--- src/rtl/pipe_hazard_ctrl_if.sv ---
// Pipeline hazard-control bus: the status the pipeline reports to the hazard
// controller and the stall/flush/MDU controls it gets back.
// master = hazard controller, slave = pipeline datapath.
interface pipe_hazard_ctrl_if #(
   parameter int REG_ADDR_WIDTH  = 5,
   parameter int STALL_CNT_WIDTH = 32
);
   // ID/EX operand information for load-use detection
   logic [REG_ADDR_WIDTH-1:0]  id_rs1;
   logic [REG_ADDR_WIDTH-1:0]  id_rs2;
   logic                       id_uses_rs1;
   logic                       id_uses_rs2;
   logic [REG_ADDR_WIDTH-1:0]  ex_rd;
   logic                       ex_mem_read;
   logic                       ex_branch_taken;

   // MDU handshake
   logic                       ex_mdu_op;
   logic                       mdu_done;
   logic                       mdu_start;

   // Memory wait states
   logic                       dmem_req;
   logic                       dmem_ready;
   logic                       imem_ready;

   // Pipeline register controls
   logic                       pc_stall;
   logic                       if_id_stall;
   logic                       id_ex_stall;
   logic                       ex_mem_stall;
   logic                       if_id_flush;
   logic                       id_ex_flush;
   logic                       ex_mem_flush;
   logic                       mem_wb_flush;

   // Status
   logic                       mdu_err;
   logic [STALL_CNT_WIDTH-1:0] stall_cycles;

   modport master (
      input  id_rs1, id_rs2, id_uses_rs1, id_uses_rs2, ex_rd, ex_mem_read,
             ex_branch_taken, ex_mdu_op, mdu_done, dmem_req, dmem_ready, imem_ready,
      output mdu_start, pc_stall, if_id_stall, id_ex_stall, ex_mem_stall,
             if_id_flush, id_ex_flush, ex_mem_flush, mem_wb_flush,
             mdu_err, stall_cycles
   );

   modport slave (
      output id_rs1, id_rs2, id_uses_rs1, id_uses_rs2, ex_rd, ex_mem_read,
             ex_branch_taken, ex_mdu_op, mdu_done, dmem_req, dmem_ready, imem_ready,
      input  mdu_start, pc_stall, if_id_stall, id_ex_stall, ex_mem_stall,
             if_id_flush, id_ex_flush, ex_mem_flush, mem_wb_flush,
             mdu_err, stall_cycles
   );
endinterface

--- src/rtl/pipe_hazard_ctrl.sv ---
// Central stall/flush controller for the 5-stage pipeline.
// Combines memory wait states, multi-cycle MDU operations, taken branches and
// load-use hazards into per-register stall/flush controls, sequences the MDU
// start/done handshake with a timeout, and counts pc-stall cycles.
module pipe_hazard_ctrl #(
   parameter int REG_ADDR_WIDTH  = 5,
   parameter int MDU_TIMEOUT     = 64,
   parameter int STALL_CNT_WIDTH = 32
) (
   input logic                  clk,
   input logic                  rst,
   pipe_hazard_ctrl_if.master   hz_io
);

   // Wait counter only has to reach MDU_TIMEOUT-1.
   localparam int CNT_W = (MDU_TIMEOUT > 2) ? $clog2(MDU_TIMEOUT) : 1;
   localparam logic [CNT_W-1:0] TIMEOUT_LAST = CNT_W'(MDU_TIMEOUT - 1);

   typedef enum logic [1:0] {
      ST_RUN      = 2'd0,
      ST_MDU_WAIT = 2'd1,
      ST_MDU_HOLD = 2'd2
   } state_e;

   state_e                     state_q;
   logic [CNT_W-1:0]           wait_cnt_q;
   logic                       mdu_err_q;
   logic [STALL_CNT_WIDTH-1:0] stall_cnt_q;

   logic mem_wait_s;
   logic in_run_s;
   logic in_wait_s;
   logic in_hold_s;
   logic timeout_s;
   logic mdu_fin_s;
   logic mdu_busy_s;
   logic load_use_s;
   logic rs1_hit_s;
   logic rs2_hit_s;

   logic pc_stall_s;
   logic if_id_stall_s;
   logic id_ex_stall_s;
   logic ex_mem_stall_s;
   logic if_id_flush_s;
   logic id_ex_flush_s;
   logic ex_mem_flush_s;
   logic mem_wb_flush_s;
   logic mdu_start_s;

   // Hazard condition decode shared by output logic and the FSM.
   always_comb begin
      mem_wait_s = hz_io.dmem_req & ~hz_io.dmem_ready;
      in_run_s   = (state_q == ST_RUN);
      in_wait_s  = (state_q == ST_MDU_WAIT);
      in_hold_s  = (state_q == ST_MDU_HOLD);
      // mdu_done only counts while actually waiting for it.
      timeout_s  = in_wait_s & (wait_cnt_q == TIMEOUT_LAST);
      mdu_fin_s  = in_wait_s & (hz_io.mdu_done | timeout_s);
      mdu_busy_s = (in_run_s & hz_io.ex_mdu_op) | (in_wait_s & ~mdu_fin_s);
      rs1_hit_s  = hz_io.id_uses_rs1 & (hz_io.id_rs1 == hz_io.ex_rd);
      rs2_hit_s  = hz_io.id_uses_rs2 & (hz_io.id_rs2 == hz_io.ex_rd);
      load_use_s = hz_io.ex_mem_read
                 & (hz_io.ex_rd != {REG_ADDR_WIDTH{1'b0}})
                 & (rs1_hit_s | rs2_hit_s);
   end

   // Prioritised stall/flush generation; the first matching rule wins.
   always_comb begin
      pc_stall_s     = 1'b0;
      if_id_stall_s  = 1'b0;
      id_ex_stall_s  = 1'b0;
      ex_mem_stall_s = 1'b0;
      if_id_flush_s  = 1'b0;
      id_ex_flush_s  = 1'b0;
      ex_mem_flush_s = 1'b0;
      mem_wb_flush_s = 1'b0;
      mdu_start_s    = 1'b0;
      if (rst) begin
         // Bubble every register while in reset.
         if_id_flush_s  = 1'b1;
         id_ex_flush_s  = 1'b1;
         ex_mem_flush_s = 1'b1;
         mem_wb_flush_s = 1'b1;
      end else if (mem_wait_s) begin
         // Freeze everything up to EX/MEM, bubble into WB.
         pc_stall_s     = 1'b1;
         if_id_stall_s  = 1'b1;
         id_ex_stall_s  = 1'b1;
         ex_mem_stall_s = 1'b1;
         mem_wb_flush_s = 1'b1;
      end else if (mdu_busy_s) begin
         // Hold the MDU op in EX, bubble into MEM.
         pc_stall_s     = 1'b1;
         if_id_stall_s  = 1'b1;
         id_ex_stall_s  = 1'b1;
         ex_mem_flush_s = 1'b1;
         mdu_start_s    = in_run_s;
      end else begin
         // Normal flow, including the MDU exit cycle (ex_mdu_op ignored).
         if (hz_io.ex_branch_taken) begin
            if_id_flush_s = 1'b1;
            id_ex_flush_s = 1'b1;
         end else if (load_use_s) begin
            pc_stall_s    = 1'b1;
            if_id_stall_s = 1'b1;
            id_ex_flush_s = 1'b1;
         end else if (!hz_io.imem_ready) begin
            pc_stall_s    = 1'b1;
            if_id_flush_s = 1'b1;
         end else begin
            pc_stall_s    = 1'b0;
         end
      end
   end

   // MDU sequencing FSM with wait counter and sticky timeout flag.
   always_ff @(posedge clk) begin
      if (rst) begin
         state_q    <= ST_RUN;
         wait_cnt_q <= {CNT_W{1'b0}};
         mdu_err_q  <= 1'b0;
      end else begin
         if (timeout_s) begin
            mdu_err_q <= 1'b1;
         end else begin
            mdu_err_q <= mdu_err_q;
         end
         case (state_q)
            ST_RUN: begin
               if (!mem_wait_s && hz_io.ex_mdu_op) begin
                  state_q    <= ST_MDU_WAIT;
                  wait_cnt_q <= {CNT_W{1'b0}};
               end else begin
                  state_q    <= ST_RUN;
               end
            end
            ST_MDU_WAIT: begin
               if (mdu_fin_s) begin
                  state_q <= mem_wait_s ? ST_MDU_HOLD : ST_RUN;
               end else begin
                  // Cannot wrap: the timeout fires at TIMEOUT_LAST.
                  wait_cnt_q <= wait_cnt_q + {{(CNT_W-1){1'b0}}, 1'b1};
               end
            end
            ST_MDU_HOLD: begin
               if (!mem_wait_s) begin
                  state_q <= ST_RUN;
               end else begin
                  state_q <= ST_MDU_HOLD;
               end
            end
            default: begin
               state_q    <= ST_RUN;
               wait_cnt_q <= {CNT_W{1'b0}};
            end
         endcase
      end
   end

   // Saturating count of cycles with the PC held.
   always_ff @(posedge clk) begin
      if (rst) begin
         stall_cnt_q <= {STALL_CNT_WIDTH{1'b0}};
      end else if (pc_stall_s && !(&stall_cnt_q)) begin
         stall_cnt_q <= stall_cnt_q + {{(STALL_CNT_WIDTH-1){1'b0}}, 1'b1};
      end else begin
         stall_cnt_q <= stall_cnt_q;
      end
   end

   assign hz_io.pc_stall     = pc_stall_s;
   assign hz_io.if_id_stall  = if_id_stall_s;
   assign hz_io.id_ex_stall  = id_ex_stall_s;
   assign hz_io.ex_mem_stall = ex_mem_stall_s;
   assign hz_io.if_id_flush  = if_id_flush_s;
   assign hz_io.id_ex_flush  = id_ex_flush_s;
   assign hz_io.ex_mem_flush = ex_mem_flush_s;
   assign hz_io.mem_wb_flush = mem_wb_flush_s;
   assign hz_io.mdu_start    = mdu_start_s;
   assign hz_io.mdu_err      = mdu_err_q;
   assign hz_io.stall_cycles = stall_cnt_q;

endmodule

--- src/flat_wrapper.sv ---
// flat-port wrapper written by rule: the top's interface ports become plain ports
module pipe_hazard_ctrl_flat 
#(
   parameter int REG_ADDR_WIDTH  = 5,
   parameter int MDU_TIMEOUT     = 64,
   parameter int STALL_CNT_WIDTH = 32
)
  (clk, rst, hz_io_id_rs1, hz_io_id_rs2, hz_io_id_uses_rs1, hz_io_id_uses_rs2, hz_io_ex_rd, hz_io_ex_mem_read, hz_io_ex_branch_taken, hz_io_ex_mdu_op, hz_io_mdu_done, hz_io_dmem_req, hz_io_dmem_ready, hz_io_imem_ready, hz_io_mdu_start, hz_io_pc_stall, hz_io_if_id_stall, hz_io_id_ex_stall, hz_io_ex_mem_stall, hz_io_if_id_flush, hz_io_id_ex_flush, hz_io_ex_mem_flush, hz_io_mem_wb_flush, hz_io_mdu_err, hz_io_stall_cycles);
  pipe_hazard_ctrl_if #(.REG_ADDR_WIDTH(REG_ADDR_WIDTH), .STALL_CNT_WIDTH(STALL_CNT_WIDTH)) hz_io_i ();
  input logic clk;
  input logic rst;
  input wire logic [$bits(hz_io_i.id_rs1)-1:0] hz_io_id_rs1;
  input wire logic [$bits(hz_io_i.id_rs2)-1:0] hz_io_id_rs2;
  input wire logic [$bits(hz_io_i.id_uses_rs1)-1:0] hz_io_id_uses_rs1;
  input wire logic [$bits(hz_io_i.id_uses_rs2)-1:0] hz_io_id_uses_rs2;
  input wire logic [$bits(hz_io_i.ex_rd)-1:0] hz_io_ex_rd;
  input wire logic [$bits(hz_io_i.ex_mem_read)-1:0] hz_io_ex_mem_read;
  input wire logic [$bits(hz_io_i.ex_branch_taken)-1:0] hz_io_ex_branch_taken;
  input wire logic [$bits(hz_io_i.ex_mdu_op)-1:0] hz_io_ex_mdu_op;
  input wire logic [$bits(hz_io_i.mdu_done)-1:0] hz_io_mdu_done;
  input wire logic [$bits(hz_io_i.dmem_req)-1:0] hz_io_dmem_req;
  input wire logic [$bits(hz_io_i.dmem_ready)-1:0] hz_io_dmem_ready;
  input wire logic [$bits(hz_io_i.imem_ready)-1:0] hz_io_imem_ready;
  output wire logic [$bits(hz_io_i.mdu_start)-1:0] hz_io_mdu_start;
  output wire logic [$bits(hz_io_i.pc_stall)-1:0] hz_io_pc_stall;
  output wire logic [$bits(hz_io_i.if_id_stall)-1:0] hz_io_if_id_stall;
  output wire logic [$bits(hz_io_i.id_ex_stall)-1:0] hz_io_id_ex_stall;
  output wire logic [$bits(hz_io_i.ex_mem_stall)-1:0] hz_io_ex_mem_stall;
  output wire logic [$bits(hz_io_i.if_id_flush)-1:0] hz_io_if_id_flush;
  output wire logic [$bits(hz_io_i.id_ex_flush)-1:0] hz_io_id_ex_flush;
  output wire logic [$bits(hz_io_i.ex_mem_flush)-1:0] hz_io_ex_mem_flush;
  output wire logic [$bits(hz_io_i.mem_wb_flush)-1:0] hz_io_mem_wb_flush;
  output wire logic [$bits(hz_io_i.mdu_err)-1:0] hz_io_mdu_err;
  output wire logic [$bits(hz_io_i.stall_cycles)-1:0] hz_io_stall_cycles;
  assign hz_io_i.id_rs1 = hz_io_id_rs1;
  assign hz_io_i.id_rs2 = hz_io_id_rs2;
  assign hz_io_i.id_uses_rs1 = hz_io_id_uses_rs1;
  assign hz_io_i.id_uses_rs2 = hz_io_id_uses_rs2;
  assign hz_io_i.ex_rd = hz_io_ex_rd;
  assign hz_io_i.ex_mem_read = hz_io_ex_mem_read;
  assign hz_io_i.ex_branch_taken = hz_io_ex_branch_taken;
  assign hz_io_i.ex_mdu_op = hz_io_ex_mdu_op;
  assign hz_io_i.mdu_done = hz_io_mdu_done;
  assign hz_io_i.dmem_req = hz_io_dmem_req;
  assign hz_io_i.dmem_ready = hz_io_dmem_ready;
  assign hz_io_i.imem_ready = hz_io_imem_ready;
  assign hz_io_mdu_start = hz_io_i.mdu_start;
  assign hz_io_pc_stall = hz_io_i.pc_stall;
  assign hz_io_if_id_stall = hz_io_i.if_id_stall;
  assign hz_io_id_ex_stall = hz_io_i.id_ex_stall;
  assign hz_io_ex_mem_stall = hz_io_i.ex_mem_stall;
  assign hz_io_if_id_flush = hz_io_i.if_id_flush;
  assign hz_io_id_ex_flush = hz_io_i.id_ex_flush;
  assign hz_io_ex_mem_flush = hz_io_i.ex_mem_flush;
  assign hz_io_mem_wb_flush = hz_io_i.mem_wb_flush;
  assign hz_io_mdu_err = hz_io_i.mdu_err;
  assign hz_io_stall_cycles = hz_io_i.stall_cycles;
  pipe_hazard_ctrl #(.REG_ADDR_WIDTH(REG_ADDR_WIDTH), .MDU_TIMEOUT(MDU_TIMEOUT), .STALL_CNT_WIDTH(STALL_CNT_WIDTH)) u_core (.clk(clk), .rst(rst), .hz_io(hz_io_i));
endmodule
--- config.mk ---
export PLATFORM = sky130hd
export DESIGN_NAME = pipe_hazard_ctrl_flat
export DESIGN_NICKNAME = d
export VERILOG_FILES = /design/src/rtl/pipe_hazard_ctrl_if.sv /design/src/rtl/pipe_hazard_ctrl.sv /design/src/flat_wrapper.sv
export SDC_FILE = /design/constraint.sdc
export NUM_CORES = 1
export LEC_CHECK = 0
export ABC_AREA = 1
export ABC_CLOCK_PERIOD_IN_PS = 1500
export CORE_MARGIN = 3
export CORE_UTILIZATION = 37
export CTS_CLUSTER_DIAMETER = 50
export DETAILED_ROUTE_END_ITERATION = 10
export SLEW_MARGIN = 40
export SYNTH_ARGS = -nofsm -noshare
export SYNTH_HDL_FRONTEND = slang
export SYNTH_SLANG_ARGS = --single-unit
--- constraint.sdc ---
create_clock -name clk -period 1.5 [get_ports clk]
set_input_delay 0.15 -clock clk [delete_from_list [all_inputs] [get_ports clk]]
set_output_delay 0.15 -clock clk [all_outputs]
set_load 0.02 [all_outputs]
# Yosys cells after proc, flatten, opt, wreduce, memory -nomap -nowiden
# Index checks and enable logic that the tools add are counted.
word_totals:
  register_bits: 41
  input_bits: 26
  output_inout_bits: 42
  word_cells: 75
classes:
  addsub: 2
  eq_ne: 8
  mux: 38
  bitwise_logic: 15
  n_reduce_logical: 8
op_table:
  columns: ["op", "n"]
  rows:
  - ["adder 32 x 1 -> 32 bit (second input constant)", 1]
  - ["two-way mux 1 bit", 32]
  - ["AND reduction 32 bit", 1]
  - ["one-hot mux 6 bit (3 select lines)", 1]
  - ["two-way mux 6 bit", 2]
  - ["== test 5 bit", 2]
  - ["AND 1 bit", 9]
  - ["adder 6 x 1 -> 6 bit (second input constant)", 1]
  - ["== test 6 bit (second input constant)", 1]
  - ["inequality test 2 bit (second input constant)", 3]
  - ["one-hot mux 2 bit (3 select lines)", 1]
  - ["nonzero test 5 bit", 1]
  - ["two-way mux 2 bit", 2]
  - ["inverter 1 bit", 3]
  - ["bitwise OR 1 bit", 3]
  - ["AND reduction 3 bit", 1]
  - ["== test 2 x 1 -> 1 bit (second input constant)", 1]
  - ["== test 2 bit (second input constant)", 1]
  - ["logical AND 1 bit", 2]
  - ["zero test 1 bit", 2]
  - ["zero test 2 bit", 1]

# Depth between registers and ports, before layout
# Gate-level depths: netlist of the first run.
depth:
  depth_word: 11
  depth_mapped: 12
  ltp_nobuf: 12

# Worst setup path before layout of the first run
# Ideal clock, no wire load.
synth_timing:
  kind: "register to output"
  start: "register u_core.wait_cnt_q[0]"
  end: "output hz_io_if_id_flush"
  arrival_ps: 1607
  required_ps: 1350
  path_slack_ps: -257
  stages_incl_launch_ff: 10
  path_cell_list: "dfxtp_1 ha_1 nand2_1 nor2_1 nand3_1 nand3_2 nand3_1 nand2_1 nand2_1 a21oi_1"
synth_via:
  elab_chain_cells: 10
synth_rtl:
  columns: ["element", "line_no", "rtl"]
  rows:
  - ["from (decl)", "pipe_hazard_ctrl.sv:26", "logic [CNT_W-1:0] wait_cnt_q;"]
  - ["from (signal assigned)", "pipe_hazard_ctrl.sv:121", "wait_cnt_q <= {CNT_W{1'b0}};"]
  - ["from (signal assigned)", "pipe_hazard_ctrl.sv:133", "wait_cnt_q <= {CNT_W{1'b0}};"]
  - ["from (signal assigned)", "pipe_hazard_ctrl.sv:143", "wait_cnt_q <= wait_cnt_q + {{(CNT_W-1){1'b0}}, 1'b1};"]
  - ["== test 6 bit", "pipe_hazard_ctrl.sv:58", "timeout_s = in_wait_s & (wait_cnt_q == TIMEOUT_LAST);"]
  - ["AND 1 bit", "pipe_hazard_ctrl.sv:58", null]
  - ["bitwise OR 1 bit", "pipe_hazard_ctrl.sv:59", "mdu_fin_s = in_wait_s & (hz_io.mdu_done | timeout_s);"]
  - ["AND 1 bit", "pipe_hazard_ctrl.sv:59", null]
  - ["inverter 1 bit", "pipe_hazard_ctrl.sv:60", "mdu_busy_s = (in_run_s & hz_io.ex_mdu_op) | (in_wait_s & ~mdu_fin_s);"]
  - ["AND 1 bit", "pipe_hazard_ctrl.sv:60", null]
  - ["bitwise OR 1 bit", "pipe_hazard_ctrl.sv:60", null]
  - ["two-way mux 1 bit", "pipe_hazard_ctrl.sv:92", "end else if (mdu_busy_s) begin"]
  - ["two-way mux 1 bit", "pipe_hazard_ctrl.sv:85", "end else if (mem_wait_s) begin"]
  - ["two-way mux 1 bit", "pipe_hazard_ctrl.sv:79", "if (rst) begin"]
  - ["to (decl)", "flat_wrapper.sv:29", "output wire logic [$bits(hz_io_i.if_id_flush)-1:0] hz_io_if_id_flush;"]
# Every way passes these cells.

# Final worst setup path of the first run
layout_timing:
  start: "register u_core.wait_cnt_q[0]"
  end: "register u_core.stall_cnt_q[9] (netlist: u_core.hz_io.stall_cycles[9])"
layout_via:
  elab_chain_cells: 11
layout_rtl:
  columns: ["element", "line_no", "rtl"]
  rows:
  - ["== test 6 bit", "pipe_hazard_ctrl.sv:58", null]
  - ["AND 1 bit", "pipe_hazard_ctrl.sv:58", null]
  - ["bitwise OR 1 bit", "pipe_hazard_ctrl.sv:59", null]
  - ["AND 1 bit", "pipe_hazard_ctrl.sv:59", null]
  - ["inverter 1 bit", "pipe_hazard_ctrl.sv:60", null]
  - ["AND 1 bit", "pipe_hazard_ctrl.sv:60", null]
  - ["bitwise OR 1 bit", "pipe_hazard_ctrl.sv:60", null]
  - ["two-way mux 1 bit", "pipe_hazard_ctrl.sv:92", null]
  - ["two-way mux 1 bit", "pipe_hazard_ctrl.sv:85", null]
  - ["two-way mux 1 bit", "pipe_hazard_ctrl.sv:79", null]
  - ["logical AND 1 bit", "pipe_hazard_ctrl.sv:165", "end else if (pc_stall_s && !(&stall_cnt_q)) begin"]
  - ["to (signal assigned)", "pipe_hazard_ctrl.sv:164", "stall_cnt_q <= {STALL_CNT_WIDTH{1'b0}};"]
  - ["to (signal assigned)", "pipe_hazard_ctrl.sv:166", "stall_cnt_q <= stall_cnt_q + {{(STALL_CNT_WIDTH-1){1'b0}}, 1'b1};"]
  - ["to (signal assigned)", "pipe_hazard_ctrl.sv:168", "stall_cnt_q <= stall_cnt_q;"]
  - ["to (decl)", "pipe_hazard_ctrl.sv:28", "logic [STALL_CNT_WIDTH-1:0] stall_cnt_q;"]
# Every way passes these cells.
# A chain may end at the register's enable or synchronous reset.

==> results of run 1 <==
[per-layer routing]
| metal | GRT usage | vias up |
|---|---|---|
| met5 | 0 | - |
| met4 | 0.0659 | 0 |
| met3 | 0.0346 | 17 |
| li1 | - | 1835 |
| met2 | 0.422 | 71 |
| met1 | 0.267 | 1670 |
[layout make-up]
class                      instances  area [um2]  area share
inverter                          44         170      0.0337
multi-input combinational        362        2090       0.414
timing repair buffer             188        1680       0.333
clock buffer                       5        68.8      0.0136
tap                               99         124      0.0246
clock inverter                     3        68.8      0.0136
sequential                        41         841       0.167
[sequential cells by signal (all words and copies together) (netlist names)]
signal and cells:
u_core.hz_io.stall_cycles 32, u_core.wait_cnt_q 6, u_core.state_q 2, u_core.hz_io.mdu_err 1
[synthesized netlist by cell type (4+ instances only)]
master and number:
sky130_fd_sc_hd__nand4_1 5, sky130_fd_sc_hd__buf_2 4, sky130_fd_sc_hd__a21oi_1 37, sky130_fd_sc_hd__dfxtp_1 41, sky130_fd_sc_hd__xnor2_1 10, sky130_fd_sc_hd__o21ai_0 7
sky130_fd_sc_hd__xor2_1 18, sky130_fd_sc_hd__nand3b_1 4, sky130_fd_sc_hd__nor3_1 9, sky130_fd_sc_hd__nand2_1 145, sky130_fd_sc_hd__inv_1 41, sky130_fd_sc_hd__clkbuf_1 6
sky130_fd_sc_hd__ha_1 6, sky130_fd_sc_hd__nor2_1 63, sky130_fd_sc_hd__nand3_1 42
[kinds of logic (layout without fill, tap and decap cells)]
family          count (synthesis)  after routing
flops                          41             41
buf+inv                        57            240
compound gates                 46             46
simple gates                  282            282
fa+ha+maj                       6              6
xor+xnor                       28             28
[path summary, 6_finish.rpt]
check | endpoint | slack (ns)
worst min register to register | u_core.hz_io.mdu_err | 0.46
worst max register to register | u_core.hz_io.stall_cycles[9] | -0.33
worst max-delay path | u_core.hz_io.stall_cycles[9] | -0.33
worst min-delay path | u_core.hz_io.mdu_err | 0.46
[power by group]
group | internal [mW] | switching, mW | total, mW
combinational | 0.368 | 0.370 | 0.739
sequential | 1.11 | 0.0157 | 1.12
clock | 0.671 | 0.442 | 1.11
[repair_timing]
item | CTS | global route
pin swaps | 18 | 16
setup endpoints to repair | 71 | 50
setup buffers | 8 | 5
endpoints found under the hold margin | 0 | 0
gates resized for setup | 132 | 49
cloned | 3 | 0
[critical path: cells and delay by family, from the launching register on]
kind | cells | cell delay, ns
buf+inv | 2 | 0.29
flops | 1 | 0.36
compound gates | 1 | 0.13
fa+ha+maj | 1 | 0.15
simple gates | 9 | 0.81
==> impl_summary.log, run 1 <==
[metrics] type of element launching the critical path: register
[metrics] parity-gate share of the synthesized area counting xor and xnor cells: 0.0867
[metrics] outcome: complete, but fails checks
[metrics] Setup WS pre-CTS: -0.645 ns
[metrics] largest net degree at the start of global routing: 33
[metrics] met3 wirelength from detailed routing: 413 um
[metrics] crit end category: register
[metrics] Async SR Flop Fraction: 0
[metrics] commonest non-fill, non-tap cells in the layout: 125 x sky130_fd_sc_hd__nand2_1, 111 x sky130_fd_sc_hd__buf_4, 58 x sky130_fd_sc_hd__nor2_1
[metrics] Peak supply drop: 0.366 mV
[metrics] worst endpoint required time: 1.73 ns
[metrics] total of hold buffers inserted after clock tree synthesis: 0
[metrics] non-filler cells, final: 742
[metrics] crit path time final: 1.83 ns
[metrics] Via density: 4.84
[metrics] horizontal extent of the die: 93.4 um
[metrics] number of flops mapped to enable cells by yosys: 0
[metrics] classification of the worst-slack hold path: reg -> reg
[metrics] area of the die: 8730 um2
[metrics] number of port buffers: 67
[metrics] H-tree depth: 2
[metrics] number of inserted diodes: 0
[metrics] source of the worst hold timing path: u_core.hz_io.mdu_err
[metrics] hold slack: 0.459 ns
[metrics] Relative slew margins: 0.769
[metrics] layout cells sized above 1: 0.359
[metrics] area share of fa/ha/maj cells after synthesis: 0.0265
[metrics] final hold violations: 0
[metrics] Starting Density: 0.386
[metrics] crit path DAT: between 2 and 2.5 ns
[metrics] worst-path fanout max: 9
[metrics] count of final setup violators: 45
[metrics] post-route worst setup slack: -0.332 ns
[metrics] r2r worst-path depth: 13
[metrics] post-synthesis sequential area ratio: 0.290
[metrics] slew of the pin with the lowest slew margin: 0.343 ns
[metrics] via count of the first global-routing pass: 3,511
[metrics] summed negative setup slack over all endpoints: -11.46 ns
[metrics] Die Span Y: 93.4 um
[metrics] DR WL met2: 5.05 mm
[metrics] Clock transition at path regs: 0.09 ns
[metrics] achievable frequency: ~550 MHz
[metrics] Final Slew Violations: 0
[metrics] max_cap viols: 0
[metrics] Via Count: 3,593
[metrics] post-synthesis to final-layout area growth: 78.2%
[metrics] Detail Route Antenna Nets: 0
[metrics] average size of a mapped cell: 6.15 um2
[metrics] latest clock arrival within the worst-skew pair: 0.30 ns
[metrics] summed instance area of the synthesized netlist: 2830 um2
[metrics] core area: 7330 um2
[metrics] total CTS buffers: 5
[metrics] Cell Rows: 31
[metrics] Synth area leaders: sky130_fd_sc_hd__dfxtp_1 29%, sky130_fd_sc_hd__nand2_1 19%, sky130_fd_sc_hd__nor2_1 8.4%
[metrics] Global Route Usage Sum: 0.227
[metrics] post-synth top area cell: sky130_fd_sc_hd__dfxtp_1
[metrics] critical path startpoint: u_core.wait_cnt_q[0]
[metrics] TritonCTS clock tree: yes
[metrics] weighted congestion at the end of routability-driven global placement: 0.891
[metrics] standard cell area after detailed placement: 4420 um2
[metrics] CTS sink count: 41
[metrics] total non-filler cell area in the finished layout: between 5000 and 6000 um2
[metrics] RSZ-0062 raised after global routing: yes
[metrics] worst-case clock buffer depth: 2
[metrics] failing checks: setup timing
[metrics] first drt pass iteration count: 5
[metrics] Compound-Gate Fraction of Synth Area: 0.0845
[metrics] Avg WL per Cell: 13.2 um
[metrics] Simple-Gate Fraction of Synth Area: 0.427
[metrics] total routed wirelength: 9.77 mm
[metrics] cell-by-cell trace of the critical path: ha_4, nand2_4, nor2_4, nand3_2, nand3_2, nand3_2, nand2_4, nand3_4, buf_6, nand2_8, buf_8, nand2_1, a21oi_2
[metrics] Final Core Density: 0.688
[metrics] master of the slowest instance on the critical path: sky130_fd_sc_hd__dfxtp_2
[metrics] Most Frequent Cell on Critical Path: sky130_fd_sc_hd__nand3_2
[metrics] Root Buffer: sky130_fd_sc_hd__clkbuf_8
[metrics] multiplexer share of the synthesized area: 0
[metrics] count of nets after finishing: 674
[metrics] # IOs: 68
[metrics] beginning of the worst register-to-register path: u_core.wait_cnt_q[0]
[metrics] dominant combinational cell family by area after synthesis: simple AND/OR/NAND/NOR gates
[metrics] hpwl dp: approximately 7 mm
[metrics] number of antenna violations at the first check in global routing: 0
[metrics] total design power: 2.98 mW
[metrics] iteration-0 DRC count of the detailed router: 135
[metrics] final critical-path share of the clock period: 1.22
[metrics] sum of overflow across all layers after global routing: 0
[metrics] Post-Synthesis Cells: 460
[metrics] Slowest Stage Delay on Critical Path: between 0.3 and 0.4 ns
[metrics] Yosys cell types: 26
[metrics] fill count: roughly 640
[metrics] total power divided by cell area: 590 nW/um2
[metrics] most common cell after layout, fill and taps aside: sky130_fd_sc_hd__nand2_1
[metrics] worst hold path stage count: 2
[metrics] Routed met1 length: 4.13 mm
[metrics] DRC violation count after routing: 0
[metrics] static leakage: approximately 2.3 nW
[metrics] worst clock skew on the final layout: 0.0102 ns
[metrics] worst setup path category: reg -> reg
[metrics] Most used DFF post-synth: sky130_fd_sc_hd__dfxtp_1
[metrics] count of state elements after synthesis: 41
[metrics] Synth Net Count: 492
[metrics] Synth Warn #: 0
[metrics] fraction of post-synthesis cell area in the top cell type by area: 0.290
[metrics] global-route wire length before repair: 16.1 mm
[metrics] post-placement cell count: 722
[metrics] top routing layer in use: met4
Note: power is estimated with default switching activity, not from simulation.
==> run 2: changes to the inputs <==
--- a/config.mk
+++ b/config.mk
@@ -10,6 +10,7 @@
 export CORE_MARGIN = 3
 export CORE_UTILIZATION = 37
 export CTS_CLUSTER_DIAMETER = 50
+export CTS_CLUSTER_SIZE = 16
 export DETAILED_ROUTE_END_ITERATION = 10
 export SLEW_MARGIN = 40
 export SYNTH_ARGS = -nofsm -noshare
==> results of run 2 <==
Final layout, timing and power as in run 1 (identical DEF).
